## config.mk

```make
export PLATFORM = sky130hd
export DESIGN_NAME = bf16_acc_stage
export DESIGN_NICKNAME = d
export VERILOG_FILES = /design/src/rtl/bf16_pkg.sv /design/src/rtl/bf16_prod_fifo.sv /design/src/rtl/bf16_acc_stage.sv
export SDC_FILE = /design/constraint.sdc
export NUM_CORES = 1
export LEC_CHECK = 0
export ABC_AREA = 1
export CAP_MARGIN = 30
export CORE_MARGIN = 3
export CORE_UTILIZATION = 46
export DETAILED_ROUTE_END_ITERATION = 10
export GPL_TIMING_DRIVEN = 0
export PLACE_DENSITY = 0.72
export SLEW_MARGIN = 20
export SYNTH_ARGS = -nofsm -noshare
export SYNTH_HDL_FRONTEND = slang
export SYNTH_SLANG_ARGS = --single-unit
```

## constraint.sdc

```tcl
create_clock -name clk -period 4.85 [get_ports clk]
set_input_delay 1.455 -clock clk [delete_from_list [all_inputs] [get_ports clk]]
set_output_delay 1.455 -clock clk [all_outputs]
set_load 0.02 [all_outputs]
```

## src/rtl/bf16_pkg.sv

```systemverilog
// bf16_pkg: shared types and constants for the bf16 accumulate stage.
//   bf16_t        - packed bf16 word {sign, exp[7:0], frac[6:0]}
//   prod_entry_t  - one product FIFO entry {prod, last, ovf, unf, inv}
//   acc_state_t   - accumulator sequencer states
package bf16_pkg;

  typedef struct packed {
    logic       sign;
    logic [7:0] exp;
    logic [6:0] frac;
  } bf16_t;

  typedef struct packed {
    bf16_t prod;
    logic  last;
    logic  ovf;
    logic  unf;
    logic  inv;
  } prod_entry_t;

  localparam int          BF16_BIAS = 127;
  localparam logic [15:0] BF16_QNAN = 16'h7FC0;
  localparam logic [15:0] BF16_PINF = 16'h7F80;

  typedef enum logic [2:0] {
    ST_IDLE,
    ST_ALIGN,
    ST_ADD,
    ST_NORM,
    ST_ROUND
  } acc_state_t;

endpackage

```

## src/rtl/bf16_prod_fifo.sv

```systemverilog
// bf16_prod_fifo: small synchronous FIFO in front of the accumulator.
//   clk, RST        - clock, synchronous active-high reset
//   flush           - empties the FIFO; a push in the same cycle lands in the
//                     emptied FIFO
//   push, wdata     - write request; accepted when not full or when a pop
//                     happens in the same cycle
//   pop, rdata      - rdata shows the head entry; pop advances it
//   full, empty     - occupancy status
module bf16_prod_fifo #(
  parameter int DATA_W = 20,
  parameter int DEPTH  = 4
) (
  input  logic              clk,
  input  logic              RST,
  input  logic              flush,
  input  logic              push,
  input  logic [DATA_W-1:0] wdata,
  input  logic              pop,
  output logic [DATA_W-1:0] rdata,
  output logic              full,
  output logic              empty
);

  localparam int AW = (DEPTH > 1) ? $clog2(DEPTH) : 1;
  localparam int CW = AW + 1;

  logic [DATA_W-1:0] mem [DEPTH];
  logic [AW-1:0]     wr_ptr;
  logic [AW-1:0]     rd_ptr;
  logic [CW-1:0]     count;
  logic              do_push;
  logic              do_pop;

  assign full    = (count == CW'(DEPTH));
  assign empty   = (count == '0);
  assign do_pop  = pop && !empty;
  assign do_push = push && (!full || do_pop);
  assign rdata   = mem[rd_ptr];

  always_ff @(posedge clk) begin
    if (RST) begin
      wr_ptr <= '0;
      rd_ptr <= '0;
      count  <= '0;
    end else if (flush) begin
      rd_ptr <= '0;
      wr_ptr <= push ? AW'(1) : '0;
      count  <= push ? CW'(1) : '0;
    end else begin
      if (do_push) wr_ptr <= wr_ptr + AW'(1);
      if (do_pop)  rd_ptr <= rd_ptr + AW'(1);
      count <= count + CW'(do_push) - CW'(do_pop);
    end
  end

  // Storage carries no reset; occupancy is tracked by the pointers above.
  always_ff @(posedge clk) begin
    if (flush && push)  mem[0]      <= wdata;
    else if (do_push)   mem[wr_ptr] <= wdata;
  end

endmodule

```

## src/rtl/bf16_acc_stage.sv

```systemverilog
// bf16_acc_stage: accumulates bf16 products into a running sum using a
// four-state align/add/normalize/round sequence fed from a product FIFO.
//   clk, RST                     - clock, synchronous active-high reset
//   prod_in, prod_valid          - product word and its one-cycle strobe
//   prod_last                    - product closes the current accumulation
//   prod_ovf/prod_unf/prod_inv   - multiplier flags for the product
//   clear                        - flush FIFO, accumulator and in-flight add
//   acc_out, acc_valid           - final sum (held) and its one-cycle strobe
//   acc_ovf/acc_unf/acc_nan      - sticky flags for the reported sum
//   busy                         - sequencer active or FIFO non-empty
//   drop_err                     - sticky, a product was lost to a full FIFO
module bf16_acc_stage
  import bf16_pkg::*;
#(
  parameter int FIFO_DEPTH = 4
) (
  input  logic        clk,
  input  logic        RST,
  input  logic [15:0] prod_in,
  input  logic        prod_valid,
  input  logic        prod_last,
  input  logic        prod_ovf,
  input  logic        prod_unf,
  input  logic        prod_inv,
  input  logic        clear,
  output logic [15:0] acc_out,
  output logic        acc_valid,
  output logic        acc_ovf,
  output logic        acc_unf,
  output logic        acc_nan,
  output logic        busy,
  output logic        drop_err
);

  acc_state_t  state;
  logic [15:0] acc_q;
  logic        st_ovf, st_unf, st_nan;

  prod_entry_t fifo_wdata, fifo_rdata, ent_p0;
  logic        fifo_full, fifo_empty, pop, drop;

  assign fifo_wdata = {prod_in, prod_last, prod_ovf, prod_unf, prod_inv};
  assign pop  = (state == ST_IDLE || state == ST_ROUND) && !fifo_empty && !clear;
  assign drop = prod_valid && fifo_full && !pop && !clear;
  assign busy = (state != ST_IDLE) || !fifo_empty;

  bf16_prod_fifo #(
    .DATA_W ($bits(prod_entry_t)),
    .DEPTH  (FIFO_DEPTH)
  ) u_fifo (
    .clk   (clk),
    .RST   (RST),
    .flush (clear),
    .push  (prod_valid),
    .wdata (fifo_wdata),
    .pop   (pop),
    .rdata (fifo_rdata),
    .full  (fifo_full),
    .empty (fifo_empty)
  );

  function automatic logic [3:0] lzc11(input logic [10:0] v);
    lzc11 = 4'd0;
    for (int i = 0; i <= 10; i++) if (v[i]) lzc11 = 4'(10 - i);
  endfunction

  // m holds {frac[6:0], G, R, S}; returns {ovf, bf16 result}.
  function automatic logic [16:0] round_ne(input logic sign,
                                           input logic signed [9:0] e,
                                           input logic [9:0] m);
    logic             inc;
    logic [7:0]       f;
    logic signed [9:0] e_r;
    inc = m[2] & (m[1] | m[0] | m[3]);
    f   = {1'b0, m[9:3]} + {7'd0, inc};
    // A carry out of the fraction means 1.111.. rounded up to 10.000..
    e_r = f[7] ? e + 10'sd1 : e;
    if (e_r >= 10'sd255) round_ne = {1'b1, sign, 8'hFF, 7'h00};
    else                 round_ne = {1'b0, sign, e_r[7:0], f[6:0]};
  endfunction

  // ---- ALIGN: unpack, resolve specials, order by magnitude, shift ----
  bf16_t       a_op, p_op;
  logic        a_zero, p_zero, a_inf, p_inf, a_nan, p_nan;
  logic [7:0]  a_sig, p_sig, big_sig, sml_sig, big_exp, sml_exp, exp_diff;
  logic        big_sign, al_sub, al_spec, al_nan;
  logic [15:0] al_val;
  logic [10:0] sml_ext, sml_al;

  always_comb begin
    a_op   = acc_q;
    p_op   = ent_p0.prod;
    a_zero = (a_op.exp == 8'h00);
    p_zero = (p_op.exp == 8'h00);
    a_inf  = (a_op.exp == 8'hFF) && (a_op.frac == 7'h00);
    p_inf  = (p_op.exp == 8'hFF) && (p_op.frac == 7'h00);
    a_nan  = (a_op.exp == 8'hFF) && (a_op.frac != 7'h00);
    p_nan  = (p_op.exp == 8'hFF) && (p_op.frac != 7'h00);
    a_sig  = a_zero ? 8'h00 : {1'b1, a_op.frac};
    p_sig  = p_zero ? 8'h00 : {1'b1, p_op.frac};
    al_sub = a_op.sign ^ p_op.sign;

    if ({p_op.exp, p_sig} > {a_op.exp, a_sig}) begin
      big_sign = p_op.sign; big_exp = p_op.exp; big_sig = p_sig;
      sml_exp  = a_op.exp;  sml_sig = a_sig;
    end else begin
      big_sign = a_op.sign; big_exp = a_op.exp; big_sig = a_sig;
      sml_exp  = p_op.exp;  sml_sig = p_sig;
    end

    exp_diff = big_exp - sml_exp;
    sml_ext  = {sml_sig, 3'b000};
    if (exp_diff >= 8'd11) begin
      sml_al = {10'd0, |sml_sig};
    end else begin
      sml_al    = sml_ext >> exp_diff;
      sml_al[0] = sml_al[0] | (|(sml_ext & ~(11'h7FF << exp_diff)));
    end

    // Specials bypass the adder; acc_q is never a denormal, so returning it
    // for x + 0 is safe.
    al_spec = 1'b1;
    al_nan  = 1'b0;
    al_val  = acc_q;
    if (a_nan || p_nan || ent_p0.inv) begin
      al_val = BF16_QNAN; al_nan = 1'b1;
    end else if (a_inf && p_inf && al_sub) begin
      al_val = BF16_QNAN; al_nan = 1'b1;
    end else if (a_inf) begin
      al_val = acc_q;
    end else if (p_inf) begin
      al_val = BF16_PINF | {p_op.sign, 15'd0};
    end else if (p_zero) begin
      al_val = acc_q;
    end else if (a_zero) begin
      al_val = ent_p0.prod;
    end else begin
      al_spec = 1'b0;
    end
  end

  logic              spec_p1, sign_p1, sub_p1;
  logic [15:0]       spec_val_p1;
  logic signed [9:0] exp_p1;
  logic [10:0]       big_p1, sml_p1;
  logic [11:0]       sum_p2;
  logic [10:0]       m_p3;
  logic signed [9:0] e_p3;

  // ---- NORM: carry shift or leading-zero shift, underflow to +0 ----
  logic [10:0]       norm_m;
  logic signed [9:0] norm_e;
  logic              norm_zero, norm_unf;
  logic [3:0]        lz;

  always_comb begin
    norm_m    = '0;
    norm_e    = exp_p1;
    norm_zero = 1'b0;
    norm_unf  = 1'b0;
    lz        = lzc11(sum_p2[10:0]);
    if (sum_p2[11]) begin
      norm_m = {sum_p2[11:2], sum_p2[1] | sum_p2[0]};
      norm_e = exp_p1 + 10'sd1;
    end else if (sum_p2 == 12'd0) begin
      norm_zero = 1'b1;
    end else begin
      norm_m = sum_p2[10:0] << lz;
      norm_e = exp_p1 - $signed({6'd0, lz});
    end
    if (!norm_zero && norm_e <= 10'sd0) begin
      norm_zero = 1'b1;
      norm_unf  = 1'b1;
    end
    // A cleared hidden bit marks a +0 result for ROUND.
    if (norm_zero) norm_m = '0;
  end

  // ---- ROUND: nearest-even, overflow to infinity ----
  logic [16:0] rnd_word;
  logic [15:0] rnd_res;
  logic        rnd_ovf;

  always_comb begin
    rnd_word = round_ne(sign_p1, e_p3, m_p3[9:0]);
    rnd_res  = rnd_word[15:0];
    rnd_ovf  = rnd_word[16];
    if (spec_p1) begin
      rnd_res = spec_val_p1;
      rnd_ovf = 1'b0;
    end else if (!m_p3[10]) begin
      rnd_res = 16'h0000;
      rnd_ovf = 1'b0;
    end
  end

  // Datapath registers; the sequencer state qualifies them.
  always_ff @(posedge clk) begin
    if (pop) ent_p0 <= fifo_rdata;
    if (state == ST_ALIGN) begin
      spec_p1     <= al_spec;
      spec_val_p1 <= al_val;
      sign_p1     <= big_sign;
      sub_p1      <= al_sub;
      exp_p1      <= $signed({2'b00, big_exp});
      big_p1      <= {big_sig, 3'b000};
      sml_p1      <= sml_al;
    end
    // ---- ADD ----
    if (state == ST_ADD)
      sum_p2 <= sub_p1 ? ({1'b0, big_p1} - {1'b0, sml_p1})
                       : ({1'b0, big_p1} + {1'b0, sml_p1});
    if (state == ST_NORM) begin
      m_p3 <= norm_m;
      e_p3 <= norm_e;
    end
  end

  // Sequencer, accumulator and flags.
  always_ff @(posedge clk) begin
    if (RST) begin
      state     <= ST_IDLE;
      acc_q     <= 16'h0000;
      st_ovf    <= 1'b0;
      st_unf    <= 1'b0;
      st_nan    <= 1'b0;
      acc_out   <= 16'h0000;
      acc_valid <= 1'b0;
      acc_ovf   <= 1'b0;
      acc_unf   <= 1'b0;
      acc_nan   <= 1'b0;
      drop_err  <= 1'b0;
    end else if (clear) begin
      state     <= ST_IDLE;
      acc_q     <= 16'h0000;
      st_ovf    <= 1'b0;
      st_unf    <= 1'b0;
      st_nan    <= 1'b0;
      acc_valid <= 1'b0;
      drop_err  <= 1'b0;
    end else begin
      acc_valid <= 1'b0;
      if (drop) drop_err <= 1'b1;
      case (state)
        ST_IDLE:  if (!fifo_empty) state <= ST_ALIGN;
        ST_ALIGN: begin
          st_ovf <= st_ovf | ent_p0.ovf;
          st_unf <= st_unf | ent_p0.unf;
          st_nan <= st_nan | al_nan;
          state  <= ST_ADD;
        end
        ST_ADD:   state <= ST_NORM;
        ST_NORM: begin
          st_unf <= st_unf | (norm_unf & ~spec_p1);
          state  <= ST_ROUND;
        end
        ST_ROUND: begin
          if (ent_p0.last) begin
            acc_out   <= rnd_res;
            acc_ovf   <= st_ovf | rnd_ovf;
            acc_unf   <= st_unf;
            acc_nan   <= st_nan;
            acc_valid <= 1'b1;
            acc_q     <= 16'h0000;
            st_ovf    <= 1'b0;
            st_unf    <= 1'b0;
            st_nan    <= 1'b0;
          end else begin
            acc_q  <= rnd_res;
            st_ovf <= st_ovf | rnd_ovf;
          end
          state <= fifo_empty ? ST_IDLE : ST_ALIGN;
        end
        default:  state <= ST_IDLE;
      endcase
    end
  end

endmodule

```

# Word level (Yosys, flattened, before mapping)
# Memory sizes are Yosys's and may differ from the RTL's. A register that Yosys moved wholly into a read port is not among the register bits.
# Cells that the tools add are included.
[totals]
regBits = 129
mem_bits_rw = 80
in_bits = 24
out_inout_bits = 22
word_cells = 182
n_memories = 1
[op_classes]
add_sub_neg = 11
magnitude_cmp = 4
eq_ne = 9
n_shift = 3
n_mux = 64
n_bitwise = 17
reduce_logical = 48
[memory_table]
columns = ["name", "words", "width", "rd", "rd_ports_with_merged_regs", "write_ports", "line_no", "source"]
rows = [
  ["u_fifo.mem", 4, 20, 1, 1, 1, "bf16_prod_fifo.sv:27", "logic [DATA_W-1:0] mem [DEPTH];"],
]
[ops]
columns = ["op", "count"]
rows = [
  ["16-bit 2-to-1 mux", 7],
  ["8-bit 2-to-1 mux", 6],
  ["4-bit 2-to-1 mux", 11],
  ["10-bit 2-to-1 mux", 3],
  ["1-bit 2-to-1 mux", 23],
  ["11-bit 2-to-1 mux", 2],
  ["20-bit 2-to-1 mux", 1],
  ["20-bit OR reduction", 1],
  ["17-bit 2-to-1 mux", 1],
  ["8-bit == test (second input constant)", 2],
  ["16-bit greater-than comparator", 1],
  ["8-bit zero test", 2],
  ["1-bit logical AND", 15],
  ["3-bit case mux with 5 select lines", 1],
  ["7-bit zero test", 2],
  ["7-bit nonzero test", 2],
  ["11-bit by 11-bit adder with 12-bit output", 1],
  ["12-bit zero test", 1],
  ["12-bit 2-to-1 mux", 1],
  ["11-bit by 11-bit subtractor with 12-bit output", 1],
  ["11-bit bitwise AND", 1],
  ["11-bit NOT", 1],
  ["11-bit OR reduction", 1],
  ["11-bit by 4-bit left shift with 11-bit output", 1],
  ["other kinds (36)", 68],
]

# Longest topological paths before layout
# Gate-level depths: netlist of run 1.
[depth]
depth_word = 20
depth_mapped = 36

# By module
# Synthesis of run 1 repeated with hierarchy kept, for this count alone.
[hier_totals]
hier_cells = 1411
hier_area_um2 = 12484.5
[modules_own_cells]
columns = ["module", "n_inst", "cells_each", "area_each_um2", "seq_area_each_um2"]
rows = [
  ["bf16_acc_stage", 1, 1154, 9077.5, 3833.7],
  ["bf16_prod_fifo", 1, 257, 3407.0, 2582.5],
]

# Least setup slack after synthesis of run 1
# OpenSTA, ideal clock, no wires.
[synth_path]
path_type = "in2reg"
from = "input port clear"
to = "memory u_fifo.mem[2][0], enable pin"
arrival_time_ps = 3721
t_required_ps = 4402
path_slack_ps = 680
path_stages = 5
path_cell_list = "nor2_1 inv_1 nand2_1 nand2_1 nor4_1"
[synth_between]
elab_chain_len = 10
elab_cells_between_ends = 14
[synth_lines]
columns = ["element", "line_no", "source"]
rows = [
  ["from (decl)", "bf16_acc_stage.sv:25", "input logic clear,"],
  ["1-bit zero test", "bf16_acc_stage.sv:43", "assign pop = (state == ST_IDLE || state == ST_ROUND) && !fifo_empty && !clear;"],
  ["1-bit logical AND", "bf16_acc_stage.sv:43", ""],
  ["1-bit logical AND", "bf16_prod_fifo.sv:36", "assign do_pop = pop && !empty;"],
  ["1-bit logical OR", "bf16_prod_fifo.sv:37", "assign do_push = push && (!full || do_pop);"],
  ["1-bit logical AND", "bf16_prod_fifo.sv:37", ""],
  ["1-bit 2-to-1 mux", "bf16_prod_fifo.sv:59", "else if (do_push) mem[wr_ptr] <= wdata;"],
  ["1-bit 2-to-1 mux", "bf16_prod_fifo.sv:58", "if (flush && push) mem[0] <= wdata;"],
  ["1-bit 2-to-1 mux (implied by the code)", "bf16_prod_fifo.sv:59", ""],
  ["20-bit OR reduction (no source line)", "-", ""],
  ["2-bit 2-to-1 mux (no source line) or 1-bit 2-to-1 mux (tied branches)", "-", ""],
  ["to (decl)", "bf16_prod_fifo.sv:27", ""],
]
# Several ways; a longest one is shown, not always the timed one.

# Worst setup path after layout of run 1
[layout_path]
from = "register acc_q[7], in the netlist a_op[7]"
to = "register sml_p1[0] (data pin)"
[layout_between]
elab_chain_len = 11
elab_cells_between_ends = 16
[layout_lines]
columns = ["element", "line_no", "source"]
rows = [
  ["from (decl)", "bf16_acc_stage.sv:36", "logic [15:0] acc_q;"],
  ["from (signal assigned)", "bf16_acc_stage.sv:269", "acc_q <= rnd_res;"],
  ["8-bit zero test *", "bf16_acc_stage.sv:93", "a_zero = (a_op.exp == 8'h00);"],
  ["named net a_zero", "bf16_acc_stage.sv:84", "logic a_zero, p_zero, a_inf, p_inf, a_nan, p_nan;"],
  ["8-bit 2-to-1 mux *", "bf16_acc_stage.sv:99", "a_sig = a_zero ? 8'h00 : {1'b1, a_op.frac};"],
  ["16-bit greater-than comparator", "bf16_acc_stage.sv:103", "if ({p_op.exp, p_sig} > {a_op.exp, a_sig}) begin"],
  ["8-bit 2-to-1 mux", "bf16_acc_stage.sv:103", ""],
  ["8-bit subtractor", "bf16_acc_stage.sv:111", "exp_diff = big_exp - sml_exp;"],
  ["11-bit by 8-bit left shift with 11-bit output", "bf16_acc_stage.sv:117", "sml_al[0] = sml_al[0] | (|(sml_ext & ~(11'h7FF << exp_diff)));"],
  ["11-bit NOT", "bf16_acc_stage.sv:117", ""],
  ["11-bit bitwise AND", "bf16_acc_stage.sv:117", ""],
  ["11-bit OR reduction", "bf16_acc_stage.sv:117", ""],
  ["1-bit bitwise OR", "bf16_acc_stage.sv:117", ""],
  ["1-bit 2-to-1 mux *", "bf16_acc_stage.sv:113", "if (exp_diff >= 8'd11) begin"],
  ["named net sml_al[0]", "bf16_acc_stage.sv:88", "logic [10:0] sml_ext, sml_al;"],
  ["to (signal assigned)", "bf16_acc_stage.sv:207", "sml_p1 <= sml_al;"],
  ["to (decl)", "bf16_acc_stage.sv:145", "logic [10:0] big_p1, sml_p1;"],
]
# The timed path passes the listed nets; every way through them passes the cells marked *.
# A chain may end at the register's enable or synchronous reset.

==> impl_metrics.yaml, run 1 <==
run_status:
  status: "complete, no violations"
cells_and_area:
  layout.cells.non_filler: 1843
  syn2layout_area_growth_pct: 14.6
  final_nets: 1561
  drive_above_1_share: 0.0603
  antenna_cells: 0
  fill_cells: 2348
  fin_area_um2: 14000
  layout_commonest_cell: "nand2_1"
  final_cell_mix: "286 x nand2_1, 182 x inv_1, 179 x edfxtp_1, 178 x nor2_1, 129 x o21ai_0"
placed_design:
  gp_congestion: 0.926
  place_inst: 1799
  port_buffers: 45
  dp_hpwl_um: 22000
  post_dp_cell_area_um2: 13300
power:
  power.share.sequential: 0.485
  swShare: 0.258
  fin_total_pwr_uw: 4680
  pwr-share-comb: 0.146
  p_int_uw: 3470
  p_leak_uw: 0.00561
  irDropWorstVdd_v: 0.000342
  switchingPower_uw: 1210
  power.clock.fraction: 0.369
  cellPowerDensity_nw_per_um2: 333
clock_network:
  insertion_delay_ns: 0.52
  cts_tree: "done"
  htree_num_levels: 1
  clk_pin_slew_ns: 0.06
  cts_made_buffers: 24
  cts.sinks: 229
  cts-root-buf: "clkbuf_16"
  clk_path_buf_depth: 3
  cts_setup_buffers: 0
setup_path:
  startpoint_type: "flop"
  startpoint: "a_op[7]"
  path_buf_inv: 4
  path_class: "reg2reg"
  cp.arrival_ns: 4.66
  crit_top_cell: "nand2_1"
  path_delay_family: "simple AND/OR/NAND/NOR gates"
  endpoint_kind: "flop"
  path_max_fanout: 10
  crit_path_max_incr_delay_ns: 0.38
  crit_required_ns: 5.10
  r2r_start: "a_op[7]"
  crit_slowest_cell: "dfxtp_1"
floorplanning:
  initial_utilization: 0.469
  die_w_um: 169
  num_rows: 59
  core_area_um2: 26100
  die-area_um2: 28600
  io_pins: 46
  die_y_um: 169
timing:
  max_slew.worst_pin.slew_ns: 0.798
  fin_skew_ns: 0.0153
  fmaxAchievable_mhz: 227
  setup_viol: 0
  slew_violations: 0
  hold_viol_final: 0
  layout_min_cycle_time_ns: 4.41
  slew_headroom: 0.468
  timing.final.crit_share: 0.909
  rsz0062_at_grt: "no"
grt:
  grt_pass1_wl_um: 46000
  grt_antenna_before_repair: 0
  grt_overflow: 0
  first_global_vias: 9397
  grt_max_degree: 29
  grt_util_all_layers: 0.196
hold_path:
  worstHoldPathType: "reg2reg"
  hp-start: "st_unf"
yosys:
  synth-simple-area-share: 0.202
  synth_mux_area_frac: 0.00163
  ys_seq_area_frac: 0.520
  yosys.area_share.xor_xnor: 0.0201
  netlist_area_um2: 12300
  synthFlopType: "edfxtp_1"
  yosys_warnings: 0
  async_flop_share: 0
  yosys_register_bits: 229
  synth-edff-count: 179
  synth_top_family_by_area: "simple AND/OR/NAND/NOR gates"
  yosys.area_share.adder: 0.0488
  synthesis.nets: 1481
  synthCells: 1411
  avgSynthCellArea_um2: 8.69
  synth_compound_area_frac: 0.135
  yosysUniqueCellTypes: 54
drt:
  routed_wl_um: 28800
  vias_per_cell: 5.39
  dr_total_vias: 9934
  post_drt_wl_per_cell_um: 15.6
  ant_nets: 0
  drt_iter0_drc: 811
  drc_errors: 0
  drt-pass1-iter-count: 5
job:
  drv_cap: 0
## worst paths after layout
path	end	cells past startpoint	slack (ns)
setup / recovery	sml_p1[0]	30	0.44
hold / removal	acc_unf	2	0.46
setup reg to reg	sml_p1[0]	30	0.44
hold reg to reg	acc_unf	2	0.46
## synth_stat cells, types with 3 or more instances
cell type / count / share of area
a211oi_1: 6 / 0.0037
nand3_2: 6 / 0.0049
nand3_1: 53 / 0.022
fa_1: 3 / 0.0049
a21oi_1: 67 / 0.027
edfxtp_1: 179 / 0.44
ha_1: 43 / 0.044
nand4_1: 18 / 0.0092
o21ai_0: 129 / 0.053
nand2_1: 286 / 0.088
o211ai_1: 17 / 0.010
clkbuf_1: 33 / 0.010
a31oi_1: 7 / 0.0036
nand2_2: 12 / 0.0061
inv_2: 3 / 0.00092
nor2_1: 183 / 0.056
inv_1: 182 / 0.056
o31ai_1: 5 / 0.0031
o21ai_1: 4 / 0.0016
clkinv_1: 4 / 0.0012
o21bai_1: 5 / 0.0031
a2111oi_0: 3 / 0.0021
dfxtp_1: 50 / 0.082
nor3_1: 14 / 0.0057
xor2_1: 20 / 0.014
nor4_1: 8 / 0.0041
o22ai_1: 27 / 0.014
xnor2_1: 5 / 0.0036
## timing repair
action / in CTS / in global routing
hold endpoints to repair: 0 / 0
gates resized for setup: 0 / 1
setup endpoints to repair: 0 / 3
hold buffers: 0 / 0
## worst register-to-register path: cells and delay by family, from the launching register on
kind | cells | cell delay, ns
compound gates | 2 | 0.24
fa+ha+maj | 2 | 0.45
buf+inv | 4 | 0.62
flops | 1 | 0.38
simple gates | 22 | 2.46
## flip-flops by register name (all words and copies together), names as in the netlist, 2 cells and up
name and flops:
a_op 16, acc_out 16, big_p1 8, e_p3 10
ent_p0 20, exp_p1 8, m_p3 11, sml_p1 11
spec_val_p1 16, state 3, sum_p2 12, u_fifo.count 3
u_fifo.mem 80, u_fifo.rd_ptr 2, u_fifo.wr_ptr 2
## kinds of logic (layout without fill, tap and decap cells)
kind of cell               Yosys count  after routing
AOI/OAI and AO/OA                  288            288
and+or+nand+nor                    591            591
DFF                                229            229
buffers and inverters              229            326
muxes                                2              2
adders and majority gates           46             46
xor gates and xnor gates            26             26
## routing by layer
layer	wire length, µm	GRT usage	share of wire	vias up
li1	-	-	-	4938
met5	0	0	0	-
met2	14000	0.341	0.49	287
met3	1750	0.0310	0.061	63
met4	803	0.0587	0.028	0
met1	12200	0.253	0.42	4646
## stage by stage
step / hold WS, ns / setup WS [ns] / util / TNS [ns]
floorplan: 0.433 / 0.680 / - / 0
global placement: 0.441 / -1.26 / 0.502 / -38.16
detailed placement: 0.456 / 0.435 / 0.508 / 0
CTS: 0.463 / 0.384 / 0.537 / 0
global route: 0.492 / 0.00360 / 0.537 / 0
finish: 0.461 / 0.442 / 0.537 / 0
## power groups by stage
| stage | Sequential [µW] | Clock [µW] | Combinational (µW) |
|---|---|---|---|
| after floorplan | 2300 | 0 | 475 |
| after detailed placement | 2310 | 0 | 670 |
| after CTS | 2270 | 1750 | 673 |
| after global routing | 2280 | 1830 | 768 |
| final | 2270 | 1730 | 681 |
| after global placement | 2320 | 0 | 641 |
## cell type report
cell class / instances / area [µm²] / share of cell area
timing repair buffer: 54 / 556 / 0.0396
clock buffer: 37 / 721 / 0.0513
inverter: 189 / 709 / 0.0505
clock inverter: 6 / 31.3 / 0.00223
tap: 335 / 419 / 0.0298
buffer: 40 / 171 / 0.0122
multi-input combinational: 953 / 5060 / 0.360
sequential: 229 / 6380 / 0.454
No activity file was read; power rests on OpenSTA's default activity.
==> inputs of run 2 (changes only) <==
--- a/config.mk
+++ b/config.mk
@@ -12,6 +12,8 @@
 export DETAILED_ROUTE_END_ITERATION = 10
 export GPL_TIMING_DRIVEN = 0
 export PLACE_DENSITY = 0.72
+export RECOVER_POWER = 50
+export REMOVE_ABC_BUFFERS = 1
 export SLEW_MARGIN = 20
 export SYNTH_ARGS = -nofsm -noshare
 export SYNTH_HDL_FRONTEND = slang
==> impl_metrics.yaml, run 2 (synthesis results as in run 1) <==
run_status:
  status: "complete, but fails checks"
  failed_checks: "max-capacitance violations, max-slew violations"
power:
  irDropWorstVdd_v: 0.000317
  p_leak_uw: 0.00558
  cellPowerDensity_nw_per_um2: 342
setup_path:
  cp.arrival_ns: 4.74
  startpoint_type: "flop"
  path_max_fanout: 31
  cp-endpoint: "sml_p1[0]"
  ff2ff_setup_slack_ns: 0.37
  crit_required_ns: 5.11
  r2r_end: "sml_p1[0]"
  startpoint: "ent_p0[14]"
  r2r_start: "ent_p0[14]"
  endpoint_kind: "flop"
  crit_top_cell: "nand2_1"
  path_class: "reg2reg"
  crit_slowest_cell: "edfxtp_1"
  crit_path_max_incr_delay_ns: 0.46
  ff2ff_path_depth: 30
timing:
  timing.final.crit_share: 0.924
  slew_headroom: -0.322
  rsz0062_at_grt: "no"
  setup_viol: 0
  layout_min_cycle_time_ns: 4.48
  hold_viol_final: 0
  fmaxAchievable_mhz: 223
  whs_ns: 0.447
  max_slew.worst_pin.slew_ns: 1.98
  fin_skew_ns: 0.0118
  slew_violations: 26
cells_and_area:
  layout_commonest_cell: "nand2_1"
  final_cell_mix: "286 x nand2_1, 181 x inv_1, 180 x nor2_1, 179 x edfxtp_1, 130 x o21ai_0"
  drive_above_1_share: 0.0611
  top_regs: "u_fifo.mem: 80 flops, ent_p0: 20 flops"
  largest_register: "u_fifo.mem"
  final_nets: 1528
  largest_reg_flops: 80
  antenna_cells: 0
  syn2layout_area_growth_pct: 13.7
  fin_area_um2: 13900
  fill_cells: 2373
grt:
  grt_max_degree: 42
  top_usage_layer: "met2"
  use_met3: 0.0298
  grt_overflow: 0
  grt_util_met1: 0.249
  first_global_vias: 9330
  grt_use_met2: 0.329
  grt_util_all_layers: 0.191
  grt_pass1_wl_um: 45200
  grt_antenna_before_repair: 0
floorplanning:
  die-area_um2: 28600
  die_y_um: 169
  die_w_um: 169
  core_area_um2: 26100
  io_pins: 46
  initial_utilization: 0.469
  num_rows: 59
drt:
  drc_errors: 0
  ant_nets: 0
  drt-pass1-iter-count: 5
  drt_iter0_drc: 810
  post_drt_wl_per_cell_um: 15.6
  vias_per_cell: 5.40
  dr_total_vias: 9772
  routed_wl_um: 28200
clock_network:
  clk_path_buf_depth: 3
  postCtsHoldBufs: 0
  clk_pin_slew_ns: 0.07
  htree_num_levels: 1
  insertion_delay_ns: 0.52
  cts_made_buffers: 23
  cts_tree: "done"
  cts-root-buf: "clkbuf_16"
  cts.sinks: 229
placed_design:
  post_dp_cell_area_um2: 13200
  dp_hpwl_um: 20700
  port_buffers: 45
  gp_congestion: 0.902
hold_path:
  worstHoldPathType: "reg2reg"
job:
  drv_cap: 2
[run 2: cell count changes in the layout (fill, tap and decap cells not counted), sizes merged]
cell and change:
clkbuf -41, clkdlybuf4s50 -21, dlygate4sd3 +21, clkinv +5
buf -4, bufinv +4, clkinvlp +2
[run 2: metal layers]
layer | wire (µm) | vias up | share of wire
li1 | - | 4869 | -
met4 | 796 | 0 | 0.028
met3 | 1410 | 62 | 0.050
met2 | 13800 | 272 | 0.49
met5 | 0 | - | 0
met1 | 12200 | 4569 | 0.43
[run 2: where the power goes]
part | internal [µW] | switching, µW | leakage (µW)
clock | 1100 | 726 | 0.000383
combinational | 215 | 445 | 0.00317
sequential | 2230 | 53.9 | 0.00203
[run 2: worst min path at each step]
| stage | start | endpoint | slack, ns | depth (start not counted) |
|---|---|---|---|---|
| 3_5_place_dp | drop_err | drop_err | 0.44 | 2 |
| 4_1_cts | drop_err | drop_err | 0.45 | 2 |
| 5_1_grt | drop_err | drop_err | 0.47 | 2 |
| 3_3_place_gp | drop_err | drop_err | 0.44 | 2 |
| 6_report | drop_err | drop_err | 0.45 | 2 |
| 2_1_floorplan | st_nan | st_nan | 0.43 | 2 |
[run 2: timing repair]
action	in CTS	in global routing
endpoints found under the setup margin	10	10
pin swaps	0	1
buffers inserted	0	4
gates cloned	1	0
gates resized for setup	3	4
[run 2: stage by stage]
step | TNS [ns] | power (µW) | cells | worst slack [ns] | utilization
after floorplan | 0 | 2760 | 1371 | 0.680 | -
after global placement | -40.90 | 2940 | 1751 | -1.30 | 0.496
after detailed placement | -1.93 | 2970 | 1761 | -0.381 | 0.503
after CTS | 0 | 4790 | 1803 | 0.105 | 0.534
after global routing | 0 | 4970 | 1809 | 0.00277 | 0.533
final | 0 | 4760 | 1809 | 0.370 | 0.533
[run 2: cell type report]
type,instances,area (µm²),share of cell area
flip-flops and latches,229,6380,0.458
clock inverters,16,183,0.0131
clock buffers,25,593,0.0426
inverters,189,713,0.0512
well taps,335,419,0.0301
repair buffers,61,573,0.0411
repair inverters,1,5.00,0.000359
multi-input cells,953,5070,0.364
[run 2: worst max-delay path, delay by kind of cell, from the launching register on]
kind,cells,cell delay (ns)
adders and majority gates,2,0.51
AOI/OAI and AO/OA,2,0.29
and+or+nand+nor,24,2.74
buffers and inverters,2,0.22
DFF,1,0.46
